**config.mk**
```make
export PLATFORM = sky130hd
export DESIGN_NAME = countdown_timer_core_flat
export DESIGN_NICKNAME = d
export VERILOG_FILES = /design/src/rtl/countdown_timer_if.sv /design/src/rtl/countdown_timer_core.sv /design/src/flat_wrapper.sv
export SDC_FILE = /design/constraint.sdc
export NUM_CORES = 1
export LEC_CHECK = 0
export ABC_AREA = 1
export CAP_MARGIN = 20
export CORE_MARGIN = 3
export CORE_UTILIZATION = 55
export DETAILED_ROUTE_END_ITERATION = 6
export HOLD_SLACK_MARGIN = 0.12
export PLACE_DENSITY = 0.81
export SYNTH_ARGS = -nofsm -noshare
export SYNTH_HDL_FRONTEND = slang
export SYNTH_SLANG_ARGS = --single-unit
```
**constraint.sdc**
```tcl
create_clock -name clk -period 2.6 [get_ports clk]
set_clock_uncertainty 0.05 [all_clocks]
set_input_delay 0.26 -clock clk [delete_from_list [all_inputs] [get_ports clk]]
set_output_delay 0.26 -clock clk [all_outputs]
set_load 0.05 [all_outputs]
```
**src/rtl/countdown_timer_if.sv**
```systemverilog
// Control/status bundle between the key/switch front end, the countdown core and the display logic.
// master = front end / bench side, slave = timer core.
interface countdown_timer_if #(
  parameter int LED_W = 10
);
  logic             clear;
  logic             load;
  logic [7:0]       preset_min;
  logic [7:0]       preset_sec;
  logic             start_stop;
  logic             auto_repeat;
  logic [7:0]       min_bcd;
  logic [7:0]       sec_bcd;
  logic [2:0]       state;
  logic             expired;
  logic [LED_W-1:0] alarm_led;

  modport master (
    output clear, load, preset_min, preset_sec, start_stop, auto_repeat,
    input  min_bcd, sec_bcd, state, expired, alarm_led
  );

  modport slave (
    input  clear, load, preset_min, preset_sec, start_stop, auto_repeat,
    output min_bcd, sec_bcd, state, expired, alarm_led
  );
endinterface

```
**src/rtl/countdown_timer_core.sv**
```systemverilog
// MM:SS BCD countdown engine with pause/resume, optional auto-repeat and a self-terminating
// flashing alarm. All outputs come straight from registers.
module countdown_timer_core #(
  parameter int TICKS_PER_SEC = 50_000_000,
  parameter int FLASH_TICKS   = 12_500_000,
  parameter int ALARM_SECS    = 10,
  parameter int LED_W         = 10
) (
  input  logic               clk,
  input  logic               reset_n,
  countdown_timer_if.slave   bus
);

  localparam int ALARM_CYCLES = ALARM_SECS * TICKS_PER_SEC;
  localparam int PW = $clog2(TICKS_PER_SEC);
  localparam int FW = $clog2(FLASH_TICKS + 1);
  localparam int AW = $clog2(ALARM_CYCLES + 1);

  typedef enum logic [2:0] {
    IDLE    = 3'd0,
    LOADED  = 3'd1,
    RUNNING = 3'd2,
    PAUSED  = 3'd3,
    ALARM   = 3'd4
  } state_t;

  state_t           state_reg, state_next;
  logic [7:0]       min_reg, min_next;
  logic [7:0]       sec_reg, sec_next;
  logic [7:0]       preset_min_reg, preset_min_next;
  logic [7:0]       preset_sec_reg, preset_sec_next;
  logic [PW-1:0]    presc_reg, presc_next;
  logic             expired_reg, expired_next;
  logic [LED_W-1:0] led_reg, led_next;
  logic [FW-1:0]    flash_reg, flash_next;
  logic [AW-1:0]    alarm_reg, alarm_next;

  // Preset sanitising: digit order is {min tens, min ones, sec tens, sec ones} = 3..0.
  logic [15:0] raw_preset;
  logic [3:0]  san_digit [4];
  logic [7:0]  san_min, san_sec;
  logic        san_zero;

  assign raw_preset = {bus.preset_min, bus.preset_sec};

  genvar gi;
  generate
    for (gi = 0; gi < 4; gi++) begin : g_sanitise
      localparam logic [3:0] DIGIT_MAX = (gi == 1) ? 4'd5 : 4'd9;
      assign san_digit[gi] = (raw_preset[gi*4 +: 4] > DIGIT_MAX) ? DIGIT_MAX
                                                                 : raw_preset[gi*4 +: 4];
    end
  endgenerate

  assign san_min  = {san_digit[3], san_digit[2]};
  assign san_sec  = {san_digit[1], san_digit[0]};
  assign san_zero = (san_min == 8'h00) && (san_sec == 8'h00);

  // One-second BCD decrement of the current time.
  logic [7:0] dec_min, dec_sec;
  logic       dec_zero;

  always_comb begin
    dec_min = min_reg;
    dec_sec = sec_reg;
    if (sec_reg[3:0] != 4'd0) begin
      dec_sec[3:0] = sec_reg[3:0] - 4'd1;
    end else if (sec_reg[7:4] != 4'd0) begin
      dec_sec = {sec_reg[7:4] - 4'd1, 4'd9};
    end else begin
      dec_sec = 8'h59;
      if (min_reg[3:0] != 4'd0) begin
        dec_min[3:0] = min_reg[3:0] - 4'd1;
      end else if (min_reg[7:4] != 4'd0) begin
        dec_min = {min_reg[7:4] - 4'd1, 4'd9};
      end else begin
        dec_min = 8'h00;
        dec_sec = 8'h00;
      end
    end
    dec_zero = (dec_min == 8'h00) && (dec_sec == 8'h00);
  end

  always_ff @(posedge clk) begin
    if (!reset_n) begin
      state_reg      <= IDLE;
      min_reg        <= 8'h00;
      sec_reg        <= 8'h00;
      preset_min_reg <= 8'h00;
      preset_sec_reg <= 8'h00;
      presc_reg      <= '0;
      expired_reg    <= 1'b0;
      led_reg        <= '0;
      flash_reg      <= '0;
      alarm_reg      <= '0;
    end else begin
      state_reg      <= state_next;
      min_reg        <= min_next;
      sec_reg        <= sec_next;
      preset_min_reg <= preset_min_next;
      preset_sec_reg <= preset_sec_next;
      presc_reg      <= presc_next;
      expired_reg    <= expired_next;
      led_reg        <= led_next;
      flash_reg      <= flash_next;
      alarm_reg      <= alarm_next;
    end
  end

  always_comb begin
    state_next      = state_reg;
    min_next        = min_reg;
    sec_next        = sec_reg;
    preset_min_next = preset_min_reg;
    preset_sec_next = preset_sec_reg;
    presc_next      = presc_reg;
    expired_next    = 1'b0;
    led_next        = led_reg;
    flash_next      = flash_reg;
    alarm_next      = alarm_reg;

    if (bus.clear) begin
      state_next = IDLE;
      min_next   = 8'h00;
      sec_next   = 8'h00;
      presc_next = '0;
      led_next   = '0;
      flash_next = '0;
      alarm_next = '0;
    end else begin
      case (state_reg)
        IDLE, LOADED, PAUSED: begin
          if (bus.load) begin
            preset_min_next = san_min;
            preset_sec_next = san_sec;
            min_next        = san_min;
            sec_next        = san_sec;
            state_next      = san_zero ? IDLE : LOADED;
          end else if (bus.start_stop && state_reg == LOADED) begin
            state_next = RUNNING;
            presc_next = '0;
          end else if (bus.start_stop && state_reg == PAUSED) begin
            state_next = RUNNING;
          end
        end

        RUNNING: begin
          // The prescaler advances on every RUNNING cycle, including the one that pauses.
          if (presc_reg == PW'(TICKS_PER_SEC - 1)) begin
            presc_next = '0;
            min_next   = dec_min;
            sec_next   = dec_sec;
            if (dec_zero) begin
              expired_next = 1'b1;
              if (bus.auto_repeat) begin
                min_next = preset_min_reg;
                sec_next = preset_sec_reg;
              end else begin
                state_next = ALARM;
                led_next   = '1;
                flash_next = '0;
                alarm_next = '0;
              end
            end
          end else begin
            presc_next = presc_reg + 1'b1;
          end
          if (bus.start_stop && state_next == RUNNING) begin
            state_next = PAUSED;
          end
        end

        ALARM: begin
          if (bus.start_stop || alarm_reg == AW'(ALARM_CYCLES - 1)) begin
            state_next = IDLE;
            led_next   = '0;
            min_next   = 8'h00;
            sec_next   = 8'h00;
          end else begin
            alarm_next = alarm_reg + 1'b1;
            if (flash_reg == FW'(FLASH_TICKS - 1)) begin
              flash_next = '0;
              led_next   = ~led_reg;
            end else begin
              flash_next = flash_reg + 1'b1;
            end
          end
        end

        default: begin
          state_next = IDLE;
          led_next   = '0;
        end
      endcase
    end
  end

  assign bus.min_bcd   = min_reg;
  assign bus.sec_bcd   = sec_reg;
  assign bus.state     = state_reg;
  assign bus.expired   = expired_reg;
  assign bus.alarm_led = led_reg;

endmodule

```
**src/flat_wrapper.sv**
```systemverilog
// flat-port wrapper written by rule: the top's interface ports become plain ports
module countdown_timer_core_flat 
#(
  parameter int TICKS_PER_SEC = 50_000_000,
  parameter int FLASH_TICKS   = 12_500_000,
  parameter int ALARM_SECS    = 10,
  parameter int LED_W         = 10
)
  (clk, reset_n, bus_clear, bus_load, bus_preset_min, bus_preset_sec, bus_start_stop, bus_auto_repeat, bus_min_bcd, bus_sec_bcd, bus_state, bus_expired, bus_alarm_led);
  countdown_timer_if #(.LED_W(LED_W)) bus_i ();
  input  logic clk;
  input  logic reset_n;
  input wire logic [$bits(bus_i.clear)-1:0] bus_clear;
  input wire logic [$bits(bus_i.load)-1:0] bus_load;
  input wire logic [$bits(bus_i.preset_min)-1:0] bus_preset_min;
  input wire logic [$bits(bus_i.preset_sec)-1:0] bus_preset_sec;
  input wire logic [$bits(bus_i.start_stop)-1:0] bus_start_stop;
  input wire logic [$bits(bus_i.auto_repeat)-1:0] bus_auto_repeat;
  output wire logic [$bits(bus_i.min_bcd)-1:0] bus_min_bcd;
  output wire logic [$bits(bus_i.sec_bcd)-1:0] bus_sec_bcd;
  output wire logic [$bits(bus_i.state)-1:0] bus_state;
  output wire logic [$bits(bus_i.expired)-1:0] bus_expired;
  output wire logic [$bits(bus_i.alarm_led)-1:0] bus_alarm_led;
  assign bus_i.clear = bus_clear;
  assign bus_i.load = bus_load;
  assign bus_i.preset_min = bus_preset_min;
  assign bus_i.preset_sec = bus_preset_sec;
  assign bus_i.start_stop = bus_start_stop;
  assign bus_i.auto_repeat = bus_auto_repeat;
  assign bus_min_bcd = bus_i.min_bcd;
  assign bus_sec_bcd = bus_i.sec_bcd;
  assign bus_state = bus_i.state;
  assign bus_expired = bus_i.expired;
  assign bus_alarm_led = bus_i.alarm_led;
  countdown_timer_core #(.TICKS_PER_SEC(TICKS_PER_SEC), .FLASH_TICKS(FLASH_TICKS), .ALARM_SECS(ALARM_SECS), .LED_W(LED_W)) u_core (.clk(clk), .reset_n(reset_n), .bus(bus_i));
endmodule
```
==> results.ini <==
[routing]
via_per_inst=5.64
routedWlPerCell_um=14.3
drt_pass1_iterations=5
drc_errors=0
route.antenna.remaining_nets=0
drt_wl_total_um=22900
drtIter0Drc=1105
via_count=9014

[power_and_ir_drop]
pwr_density_cell_mw_per_mm2=539
power_mw=5.24
irDropWorstVdd_uv=472
leakage_nw=3.47

[critical_path]
cp-start-kind=register
critPathKind=register to register
critPathMostFrequentCell=nand2_1
reg2reg_depth=16
setup.worst_path.start=u_core.bus.sec_bcd[1]
crit_slowest_cell=dfxtp_1
worstPathArrival_ns=2.64
required_ns=2.82
path_cells=inv_1 > ha_2 > nand2_1 > nor2_4 > nand2_1 > nor2_1 > nor2_1 > nor2_1 > nand2_1 > nor2_2 > nand2_2 > nand2_4 > nand2_8 > buf_8 > nand2_1 > a21oi_1
worstReg2RegEnd=u_core.alarm_reg[25]
crit_path_end_kind=register
endpoint=u_core.alarm_reg[25]
r2r_start=u_core.bus.sec_bcd[1]
r2r_slack_ns=0.18
max_stage_delay_ns=0.31
path_max_fanout=21

[layout]
postLayoutCoreUtil=0.689
nFillCells=1228
drive_gt1_frac=0.0818
largest_register_ffs=29
seqCellArea_mm2=0.00250
diodes=0
multi_input_area_mm2=0.00487
syn_to_final_growth_pct=20.4
nets=1436

[global_route]
grt_pass1_vias=8096
grt.total_usage=0.284
antenna_found_initial=0
grt_pass1_wl_um=38400
gr-total-overflow=0
grt_max_degree=52

[job]
drv_cap=0

[timing]
finalMaxSlewViolations=0
min_period_ns=2.42
finalSetupViolCount=0
post-route-period-util=0.930
fmax_mhz=414
slew_headroom=0.507
hold_violations=0
worst_pin_slew_ns=0.738
finalHoldWorstSlack_ns=0.405

[synth]
synthCells=1336
yosysWarnings=0
ys_ff_latch=125
yosysSeqAreaShare=0.310
syn_area_per_cell_um2=6.04
syn_area_mm2=0.00807
synth_nets=1364
yosysUniqueCellTypes=38

[floorplanning]
start_util=0.572
rows=43
fp.dieH_um=127
ios=52
dieWidth_um=127
die_area_mm2=0.0162
core_area_mm2=0.0141

[clock_network]
cts.sinks=125
clock_tree.buffer_depth=2
cts_tree=done
cts_root_buffer=clkbuf_16
cts-htree-levels=4
path_clk_slew_ns=0.06
cts_made_buffers=17
clk_latency_ns=0.42

[placed_design]
gp_congestion=0.961
dp_hpwl_um=16000
io_buffers=51

[status]
status=finished clean

[min_path]
min_path_type=register to register

## how the worst min path moves through the flow
stage                                to  slack, ns                      from  depth (start not counted)
2_1_floorplan  u_core.preset_sec_reg[7]       0.34                   reset_n                          2
4_1_cts        u_core.preset_sec_reg[7]       0.40  u_core.preset_sec_reg[7]                          2
3_3_place_gp   u_core.preset_sec_reg[7]       0.37  u_core.preset_sec_reg[7]                          2
5_1_grt        u_core.preset_sec_reg[7]       0.42  u_core.preset_sec_reg[7]                          2
6_report       u_core.preset_sec_reg[7]       0.40  u_core.preset_sec_reg[7]                          2
3_5_place_dp   u_core.preset_sec_reg[7]       0.39  u_core.preset_sec_reg[7]                          2
## per-layer routing
metal	global-route usage	share of wire	vias to the layer above
li1	-	-	4516
met1	0.411	0.46	4060
met2	0.423	0.44	402
met3	0.0673	0.085	36
met4	0.0808	0.017	0
met5	0	0	-
## logic make-up (layout without fill, tap and decap cells)
group                      Yosys count  in the layout  share of synthesized area
adders and majority gates            6              6                    0.00930
xor gates and xnor gates            32             32                     0.0347
AOI/OAI and AO/OA                  195            195                      0.128
DFF                                125            125                      0.310
and+or+nand+nor                    791            791                      0.425
buffers and inverters              187            269                     0.0930
## worst max-delay path: cells and delay by family (launching register included)
family	cells	cell delay, ns
buffers and inverters	2	0.27
AO/OA/AOI/OAI	1	0.06
flip-flops	1	0.31
adder cells (fa/ha/maj)	1	0.24
AND/OR/NAND/NOR	12	1.35
## what timing repair did
action | 4_1_cts | 5_1_grt
setup endpoints to repair | 0 | 85
hold endpoints to repair | 0 | 0
buffers inserted | 0 | 2
gates resized for setup | 0 | 18
hold buffers | 0 | 0
## cell usage after synthesis (all sizes together)
cell,number,area share
a211oi,10,0.0093
a21oi,111,0.069
a221oi,1,0.0011
a31o,1,0.0011
a31oi,2,0.0016
a41oi,1,0.0011
buf,20,0.015
clkbuf,32,0.015
clkinv,2,0.00093
dfxtp,125,0.31
ha,6,0.0093
inv,133,0.062
nand2,334,0.16
nand3,144,0.089
nand3b,2,0.0019
nand4,22,0.017
nor2,203,0.099
nor3,63,0.040
nor3b,6,0.0056
nor4,13,0.010
o21a,1,0.00093
o21ai,65,0.040
o21ba,1,0.0012
o21bai,2,0.0019
or2,4,0.0031
xnor2,11,0.012
xor2,21,0.023
## placed cells by master, fill, tap and decap left out, types with 6 or more instances in the layout
master,count
nor3_1,61
a211oi_1,10
nand3_1,144
a21oi_1,110
nor2_2,9
nand2_1,326
nor2_1,190
dfxtp_1,125
nor3b_1,6
o21ai_0,61
xor2_1,21
xnor2_1,11
nor4_1,13
clkbuf_16,18
inv_1,130
buf_4,45
nand4_1,22
clkdlybuf4s50_1,51
## stage by stage
stage               setup TNS, ns  instances  setup WS, ns  area (um^2)
finish                          0       1598         0.183         9720
global route               -0.697       1598       -0.0449         9720
CTS                             0       1595        0.0135         9580
detailed placement              0       1566        0.0280         9000
global placement                0       1566        0.0823         9000
floorplan                       0       1336       0.00573         8070
## where the power goes
group / switching [mW] / internal, mW / total (mW) / leakage (nW)
logic: 0.571 / 0.309 / 0.880 / 2.18
clock network: 0.847 / 1.53 / 2.38 / 0.284
registers: 0.0298 / 1.95 / 1.98 / 1.01
## layout make-up
type,count,area share
timing repair buffer,105,0.106
tap,180,0.0232
inverter,135,0.0525
clock inverter,8,0.0121
sequential,125,0.258
multi-input combinational,1024,0.501
clock buffer,21,0.0474
Note: power is estimated with default switching activity, not from simulation.
